`config.mk`:
```
export PLATFORM = sky130hd
export DESIGN_NAME = dp_arbiter
export DESIGN_NICKNAME = d
export VERILOG_FILES = /design/src/rtl/dp_arbiter.sv
export SDC_FILE = /design/constraint.sdc
export NUM_CORES = 1
export LEC_CHECK = 0
export CORE_MARGIN = 2
export CORE_UTILIZATION = 35
export DETAILED_ROUTE_END_ITERATION = 12
export PLACE_DENSITY = 0.72
export SYNTH_ARGS = -nofsm -noshare
export SYNTH_HDL_FRONTEND = slang
export SYNTH_SLANG_ARGS = --single-unit
```
`constraint.sdc`:
```
create_clock -name clk -period 3.3 [get_ports clk]
set_input_delay 0.66 -clock clk [delete_from_list [all_inputs] [get_ports clk]]
set_output_delay 0.66 -clock clk [all_outputs]
set_load 0.05 [all_outputs]
```
`src/rtl/dp_arbiter.sv`:
```
// Two-requester round-robin arbiter that issues one datapath operation at a time,
// waits a fixed pipeline latency and returns the captured result over a valid/ready channel.
module dp_arbiter #(
    parameter int DATA_W = 8,
    parameter int OPC_W  = 3,
    parameter int REG_AW = 3,
    parameter int MEM_AW = 4,
    parameter int LAT    = 2
) (
    input  logic              clk,
    input  logic              rst_n,
    input  logic              req0_valid,
    output logic              req0_ready,
    input  logic [OPC_W-1:0]  req0_opcode,
    input  logic [REG_AW-1:0] req0_reg1,
    input  logic [REG_AW-1:0] req0_reg2,
    input  logic [REG_AW-1:0] req0_wreg,
    input  logic [MEM_AW-1:0] req0_addr,
    input  logic [DATA_W-1:0] req0_data,
    input  logic              req1_valid,
    output logic              req1_ready,
    input  logic [OPC_W-1:0]  req1_opcode,
    input  logic [REG_AW-1:0] req1_reg1,
    input  logic [REG_AW-1:0] req1_reg2,
    input  logic [REG_AW-1:0] req1_wreg,
    input  logic [MEM_AW-1:0] req1_addr,
    input  logic [DATA_W-1:0] req1_data,
    output logic [OPC_W-1:0]  dp_opcode,
    output logic [REG_AW-1:0] dp_reg1,
    output logic [REG_AW-1:0] dp_reg2,
    output logic [REG_AW-1:0] dp_write_address_reg,
    output logic [MEM_AW-1:0] dp_address_mem,
    output logic [DATA_W-1:0] dp_data_in,
    output logic              dp_issue,
    input  logic [DATA_W-1:0] dp_data_out_mem,
    input  logic              dp_zero,
    output logic              rsp_valid,
    input  logic              rsp_ready,
    output logic              rsp_id,
    output logic [DATA_W-1:0] rsp_data,
    output logic              rsp_zero,
    output logic              busy
);

    typedef enum logic [1:0] {S_IDLE, S_ISSUE, S_WAIT, S_RESP} state_t;

    typedef struct packed {
        logic [OPC_W-1:0]  opcode;
        logic [REG_AW-1:0] reg1;
        logic [REG_AW-1:0] reg2;
        logic [REG_AW-1:0] wreg;
        logic [MEM_AW-1:0] addr;
        logic [DATA_W-1:0] data;
    } op_t;

    localparam logic [2:0] WAIT_LOAD = 3'(LAT - 1);

    state_t            state_q, state_d;
    op_t               op_q, op_d;
    logic [2:0]        cnt_q, cnt_d;
    logic              last_grant_q, last_grant_d;
    logic              id_q, id_d;
    logic [DATA_W-1:0] rsp_data_q, rsp_data_d;
    logic              rsp_zero_q, rsp_zero_d;

    logic grant0, grant1;
    op_t  req0_op, req1_op;

    assign req0_op = '{req0_opcode, req0_reg1, req0_reg2, req0_wreg, req0_addr, req0_data};
    assign req1_op = '{req1_opcode, req1_reg1, req1_reg2, req1_wreg, req1_addr, req1_data};

    // On a tie the requester not granted last wins.
    assign grant0 = req0_valid && (!req1_valid ||  last_grant_q);
    assign grant1 = req1_valid && (!req0_valid || !last_grant_q);

    assign req0_ready = (state_q == S_IDLE) && grant0;
    assign req1_ready = (state_q == S_IDLE) && grant1;

    always_comb begin
        // NOTE: every signal gets a default first so no path leaves it unassigned (no latches).
        state_d      = state_q;
        op_d         = op_q;
        cnt_d        = cnt_q;
        last_grant_d = last_grant_q;
        id_d         = id_q;
        rsp_data_d   = rsp_data_q;
        rsp_zero_d   = rsp_zero_q;

        case (state_q)
            S_IDLE: begin
                if (grant0 || grant1) begin
                    op_d         = grant1 ? req1_op : req0_op;
                    id_d         = grant1;
                    last_grant_d = grant1;
                    state_d      = S_ISSUE;
                end
            end
            S_ISSUE: begin
                if (LAT == 1) begin
                    state_d = S_RESP;
                end else begin
                    cnt_d   = WAIT_LOAD;
                    state_d = S_WAIT;
                end
            end
            S_WAIT: begin
                if (cnt_q == 3'd1) state_d = S_RESP;
                else               cnt_d   = cnt_q - 3'd1;
            end
            S_RESP: begin
                if (rsp_ready) state_d = S_IDLE;
            end
            default: state_d = S_IDLE;
        endcase

        // Datapath result is sampled only on the edge that enters RESP.
        if (state_d == S_RESP && state_q != S_RESP) begin
            rsp_data_d = dp_data_out_mem;
            rsp_zero_d = dp_zero;
        end
    end

    // NOTE: sequential state uses non-blocking assignments so all flops update together.
    always_ff @(posedge clk or negedge rst_n) begin
        if (!rst_n) begin
            state_q      <= S_IDLE;
            op_q         <= '0;
            cnt_q        <= '0;
            last_grant_q <= 1'b1;
            id_q         <= 1'b0;
            rsp_data_q   <= '0;
            rsp_zero_q   <= 1'b0;
        end else begin
            state_q      <= state_d;
            op_q         <= op_d;
            cnt_q        <= cnt_d;
            last_grant_q <= last_grant_d;
            id_q         <= id_d;
            rsp_data_q   <= rsp_data_d;
            rsp_zero_q   <= rsp_zero_d;
        end
    end

    assign dp_issue             = (state_q == S_ISSUE);
    assign dp_opcode            = dp_issue ? op_q.opcode : '0;
    assign dp_reg1              = op_q.reg1;
    assign dp_reg2              = op_q.reg2;
    assign dp_write_address_reg = op_q.wreg;
    assign dp_address_mem       = op_q.addr;
    assign dp_data_in           = op_q.data;

    assign rsp_valid = (state_q == S_RESP);
    assign rsp_id    = id_q;
    assign rsp_data  = rsp_data_q;
    assign rsp_zero  = rsp_zero_q;
    assign busy      = (state_q != S_IDLE);

endmodule
```
Word level (Yosys, flattened, before mapping) --
Cells that the tools add are included.
Cells by class: add/subtract/negate cells 1, equality and inequality tests 7, multiplexer cells 8, reductions and logical operators 16
Operators by type and width (count):
- two-way mux 24 bit | 1
- one-hot mux 2 bit (4 select lines) | 1
- == test 2 bit (second input constant) | 3
- two-way mux 2 bit | 3
- two-way mux 3 bit | 2
- one-hot mux 3 bit (2 select lines) | 1
- logical AND 1 bit | 5
- != test 2 bit (second input constant) | 2
- AND reduction 2 bit | 2
- nonzero test 2 bit | 2
- == test 3 x 1 -> 1 bit (second input constant) | 1
- logical NOT 1 bit | 3
- logical OR 1 bit | 3
- subtractor 3 x 1 -> 3 bit (second input constant) | 1
- == test 2 x 1 -> 1 bit (second input constant) | 1
- logical NOT 2 bit | 1
Word-level totals: flip-flop bits (word level) 40, bits of input ports 62, output and inout port bits 39, word-level logic and storage cells 44

Logic depth before layout (Yosys ltp) --
Gate-level depths: netlist of run 1.
word-level depth 8, mapped depth 6, gate-level depth less buffers 5

Worst setup path after synthesis of run 1 --
No wires, ideal clock.
path type input-to-output, start input port req1_valid, end output port req1_ready, arrival time 2.225 ns, required time 2.640 ns, setup slack 0.415 ns, stages 4, path buffers 2, cells stage by stage a21bo_1 -> buf_6 -> buf_12 -> nor3_1
On the way: word-level cells in the longest chain between the ends 2
RTL lines:
- start, declared | RTL line 20 | input logic req1_valid,
- logical AND 1 bit | RTL line 74 | assign grant1 = req1_valid && (!req0_valid || !last_grant_q);
- logical AND 1 bit | RTL line 77 | assign req1_ready = (state_q == S_IDLE) && grant1;
- end, declared | RTL line 21 | output logic req1_ready,
Every way passes these cells.

Worst setup path in the final report of run 1 --
start register state_q[0], end output port dp_opcode[0]
On the way: word-level cells in the longest chain between the ends 2
RTL lines:
- start, declared | RTL line 58 | state_t state_q, state_d;
- start signal, assigned | RTL line 134 | state_q <= state_d;
- == test 2 x 1 -> 1 bit | RTL line 144 | assign dp_issue = (state_q == S_ISSUE);
- two-way mux 3 bit | RTL line 145 | assign dp_opcode = dp_issue ? op_q.opcode : '0;
- end, declared | RTL line 28 | output logic [OPC_W-1:0] dp_opcode,
Every way passes these cells.

==> results of run 1 <==
[how the worst max path moves through the flow]
stage               cells after the start       start  slack (ns)      endpoint
finish                                  3  state_q[0]        0.47  dp_opcode[0]
global route                            3  state_q[0]        0.31  dp_opcode[0]
CTS                                     3  state_q[0]        0.43  dp_opcode[0]
detailed placement                      4  req1_valid        0.72    req1_ready
global placement                        4  req1_valid        0.73    req1_ready
floorplan                               4  req1_valid        0.42    req1_ready
[per-stage QoR]
stage | hold slack [ns] | total power [uW] | setup WS [ns]
finish | 0.485 | 3190 | 0.468
global route | 0.511 | 3360 | 0.313
CTS | 0.491 | 3250 | 0.428
detailed placement | 0.478 | 2890 | 0.716
floorplan | 0.364 | 2480 | 0.415
global placement | 0.463 | 2860 | 0.725
[power breakdown]
| part | switching [uW] | internal (uW) | leakage, uW |
|---|---|---|---|
| registers | 151 | 729 | 0.000470 |
| clock network | 160 | 171 | 0.0000455 |
| logic | 1130 | 851 | 0.000881 |
[logic make-up (layout without fill, tap and decap cells)]
| group | Yosys count | in the layout | synth area share |
|---|---|---|---|
| DFF | 40 | 40 | 0.437 |
| AOI/OAI and AO/OA | 14 | 14 | 0.0426 |
| and+or+nand+nor | 17 | 17 | 0.0486 |
| adders and majority gates | 2 | 2 | 0.0109 |
| muxes | 57 | 57 | 0.342 |
| buffers and inverters | 35 | 115 | 0.118 |
[routing by layer]
layer / global-route usage / up-vias
met4: 0.0433 / 0
met2: 0.236 / 65
li1: - / 703
met3: 0.0467 / 7
met5: 0 / -
met1: 0.156 / 700
[area by class of cell]
cell class | instances | area, um^2
Clock buffer | 8 | 90.1
Fill cell | 571 | 3110
Inverter | 6 | 22.5
Multi-Input combinational cell | 90 | 1020
Sequential cell | 40 | 1000
Tap cell | 77 | 96.3
Timing Repair Buffer | 101 | 1010
[cell usage in the layout, fill, tap and decap left out, types with 2 or more instances in the layout]
cell	instances
clkdlybuf4s50_1	97
mux2_4	38
buf_4	2
a21oi_1	3
mux2_2	19
and2_1	5
o21ai_0	2
nor2_1	2
clkbuf_8	6
inv_1	6
dfrtp_1	39
ha_1	2
clkbuf_1	2
nor2b_1	4
==> metrics.txt, run 1 <==
part of the Yosys area used for sequential elements=0.437; DRC errors left=0; worst-margin pin slew=0.902 ns; cts hold-fix bufs=0; Rel. slew slack=0.399; Tmin final=2.83 ns; Final #Nets=308; Main synth FF type=dfrtp_1; FF+latch count, synth=40; # IOs=101; average wire per standard cell=14.2 um; GPL Wtd Cong=0.635; Avg Cell Area, Syn=13.9 um^2; Worst path slowest cell=clkdlybuf4s50_1; dpl cells=314; hold wc startpoint=rsp_id; Yosys top cell area share=0.426; DIE HEIGHT=84.9 um; Critical Path Start Type=register; VDD IR max=503 uV; cell count after synthesis=165; wire length of the first global-routing pass=7.69 mm; unrepaired setup endpoints after global routing=false; Synth area leader=dfrtp_1; via count=1,475; R2R setup slack=1.24 ns; CTS tree=done; Final Cell Area=3240 um^2; worst-path fanout max=10; Largest stage delay, worst path=0.82 ns; # Post-CTS Setup Buffers=0; worst r2r path cells=3; hold path endpoint=rsp_id; DR top layer=met4; layout cells sized above 1=0.290; top post-synthesis cells by count=dfrtp_1, mux2_4, buf_4, mux2_2, inv_1; CP cell instances=nor2b_1 > and2_1 > clkdlybuf4s50_1; ranking of synthesized cells by area=dfrtp_1, mux2_4, mux2_2; H-tree levels=2; clk_skew=0.00801 ns; port bufs=100; ANT nets after route=0; crit end category=primary output; P&R area growth vs syn=41.5%; status=finished clean; Post-synth EDFFs=0; CTS sink count=40; Avg Vias per Cell=4.58; Site Rows=29; Static Leak=0.00140 uW; Slew Viols, Final=0; top-count cell post-synth=dfrtp_1; Clock transition at path regs=0.08 ns; CP Data Required Time=2.64 ns; Hold Path Stages=1; Post-synth ARST share=1.00; Mapped Area=2290 um^2; Inserted Clock Buffers=5; core area=6350 um^2; DP Area=3150 um^2; Netlist cell types=30; Hold Fails Final Rpt=0; root buf cell=clkbuf_8; drt pass-1 iters=2; worst path arrival time=2.17 ns; Max-Cap Viols=0; routed wire length=4.58 mm; Resize count post-CTS=0; Overall Global Routing Usage=0.135; CP top delay family=buffers and inverters; die width=84.9 um; Finish-stage setup viols=0; WL met3=351 um; reg-to-reg startpoint=state_q[0]; PD cells=985 nW/um^2; die area=7210 um^2; initial antenna violation count=0; initial core utilization=0.361; Clock Latency Late Sink=0.29 ns; vias in the first global route=1,665; syn_nets=229; Setup TNS=0 ns; Ys Warns=0; Final Cycle Share=0.858; GRT overflow=0; initial DRC count=36; CTS max path bufs=2; hpwl dp=3.33 mm; largest net degree at the start of global routing=41; final cell utilization of the core=0.511; terminus of the critical flop-to-flop path=dp_write_address_reg[0]; post-route met1 wirelength=1.91 mm; Setup CP Type=reg -> out; DR WL met2=2.26 mm; Final Non-Filler Cells=322; Hold Crit Class=reg -> reg; Buf+Inv Stages, Crit Path=1; Fmax achieved=0.353 GHz; Inserted Diodes=0
Power figures use the tool's default switching activity.
==> run 2, diff against run 1 <==
Settings changed: CAP_MARGIN from default to 20.
==> results of run 2 <==
The final DEF is identical to that of run 1; final timing and power are the same.
==> run 3, diff against run 2 <==
Settings changed: CTS_CLUSTER_DIAMETER from default to 60, GPL_TIMING_DRIVEN from default to 0.
==> metrics.txt, run 3 (same netlist as run 1, synthesis figures left out) <==
status=finished clean (unchanged); most common cell after layout, fill and taps aside=clkdlybuf4s50_1 (unchanged); worst-path fanout max=10 (unchanged); storage element area=1000 um^2 (unchanged); Static Leak=0.00155 uW (was 0.00140 uW); Design Power=3380 uW (was 3190 uW); Inserted Diodes=0 (unchanged); # IOs=101 (unchanged); Tmin final=3.06 ns (was 2.83 ns); CP Data Required Time=2.64 ns (about the same); initial core utilization=0.361 (unchanged); worst path arrival time=2.40 ns (was 2.17 ns); Setup TNS=0 ns (unchanged); Fmax achieved=0.327 GHz (was 0.353 GHz); Hold Crit Class=in -> async (was reg -> reg); port bufs=100 (unchanged); via count=1,563 (was 1,475); Inserted Clock Buffers=5 (unchanged); crit end category=primary output (unchanged); DIE HEIGHT=84.9 um (unchanged); Finish-stage setup viols=0 (unchanged); GPL Wtd Cong=0.678 (was 0.635); Final #Nets=337 (was 308); most frequent cells in the layout=clkdlybuf4s50_1, dfrtp_1, mux2_4, buf_4, mux2_2 (was clkdlybuf4s50_1, dfrtp_1, mux2_4, mux2_2); H-tree levels=2 (unchanged); CTS sink count=40 (unchanged); initial DRC count=33 (was 36); ANT nets after route=0 (unchanged); layout cells sized above 1=0.355 (was 0.290); footprint of the multi-input gates=1020 um^2 (about the same); vias in the first global route=1,646 (was 1,665); hpwl dp=3.51 mm (was 3.33 mm); unrepaired setup endpoints after global routing=false (unchanged); Avg Vias per Cell=4.47 (was 4.58); VDD IR max=717 uV (was 503 uV); initial antenna violation count=0 (unchanged); Slew Viols, Final=0 (unchanged); Setup CP Type=in -> out (was reg -> out); Resize count post-CTS=1 (was 0); Rel. slew slack=0.643 (was 0.399); Site Rows=29 (unchanged); cts hold-fix bufs=0 (unchanged); # Post-CTS Setup Buffers=0 (unchanged); die width=84.9 um (unchanged); worst r2r path cells=6 (was 3); P&R area growth vs syn=51.9% (was 41.5%); Critical Path Start Type=input pin (was register); GRT overflow=0 (unchanged); PD cells=971 nW/um^2 (was 985 nW/um^2); # fillers=545 (was 571); die area=7210 um^2 (unchanged); Max-Cap Viols=0 (unchanged); CTS max path bufs=2 (unchanged); CTS tree=done (unchanged); wire length of the first global-routing pass=7.38 mm (was 7.69 mm); post-route setup slack=0.240 ns (was 0.468 ns); DRC errors left=0 (unchanged); core area=6350 um^2 (unchanged); worst-margin pin slew=0.534 ns (was 0.902 ns); Overall Global Routing Usage=0.128 (was 0.135); clk_skew=0.00672 ns (was 0.00801 ns); drt pass-1 iters=3 (was 2); WHS=0.269 ns (was 0.485 ns); Hold Fails Final Rpt=0 (unchanged); root buf cell=clkbuf_8 (unchanged); Final Cycle Share=0.927 (was 0.858); average wire per standard cell=12.9 um (was 14.2 um); Place WS=-0.0788 ns (was 0.716 ns); Clock Latency Late Sink=0.28 ns (was 0.29 ns); largest net degree at the start of global routing=29 (was 41); Clock transition at path regs=0.07 ns (was 0.08 ns); routed wire length=4.50 mm (was 4.58 mm)
-- run 3: path summary, 6_finish.rpt --
kind	from	endpoint	slack [ns]
worst min register to register	rsp_id	rsp_id	0.48
worst min-delay path	rst_n	rsp_data[5]	0.27
min in group clk	rsp_id	rsp_id	0.48
worst max register to register	state_q[0]	dp_data_in[5]	1.54
worst max-delay path	req1_valid	req1_ready	0.24
max in group asynchronous	rst_n	last_grant_q	2.51
-- run 3: stage by stage --
stage | cell area (um^2) | util | cells
after floorplan | 2290 | - | 165
after global placement | 3390 | 0.534 | 342
after detailed placement | 3400 | 0.536 | 343
after CTS | 3480 | 0.548 | 350
after global routing | 3480 | 0.548 | 350
final | 3480 | 0.548 | 350
-- run 3: area by class of cell --
type,count,area share
timing repair buffer,101,0.292
multi-input combinational,90,0.293
tap,77,0.0277
inverter,6,0.00647
clock buffer,6,0.0209
buffer,29,0.0712
clock inverter,1,0.00144
sequential,40,0.288
-- run 3: power by group --
part	total, uW	internal, uW	switching (uW)	leakage, uW
Clock	295	144	152	0.0000410
Combinational	2230	1040	1200	0.00104
Sequential	851	730	121	0.000470
-- run 3: critical path, cell delays in order --
cell	delay, ns
clkdlybuf4s50_1	0.49
a21bo_1	0.21
buf_6	0.14
buf_12	0.15
nor3_1	0.17
dlygate4sd2_1	0.57
-- run 3: metal layers --
metal  GRT usage  share of wire  up-vias
met3      0.0467          0.081        6
li1            -              -      763
met5           0              0        -
met4      0.0303         0.0082        0
met2       0.213           0.48       65
met1       0.160           0.44      729
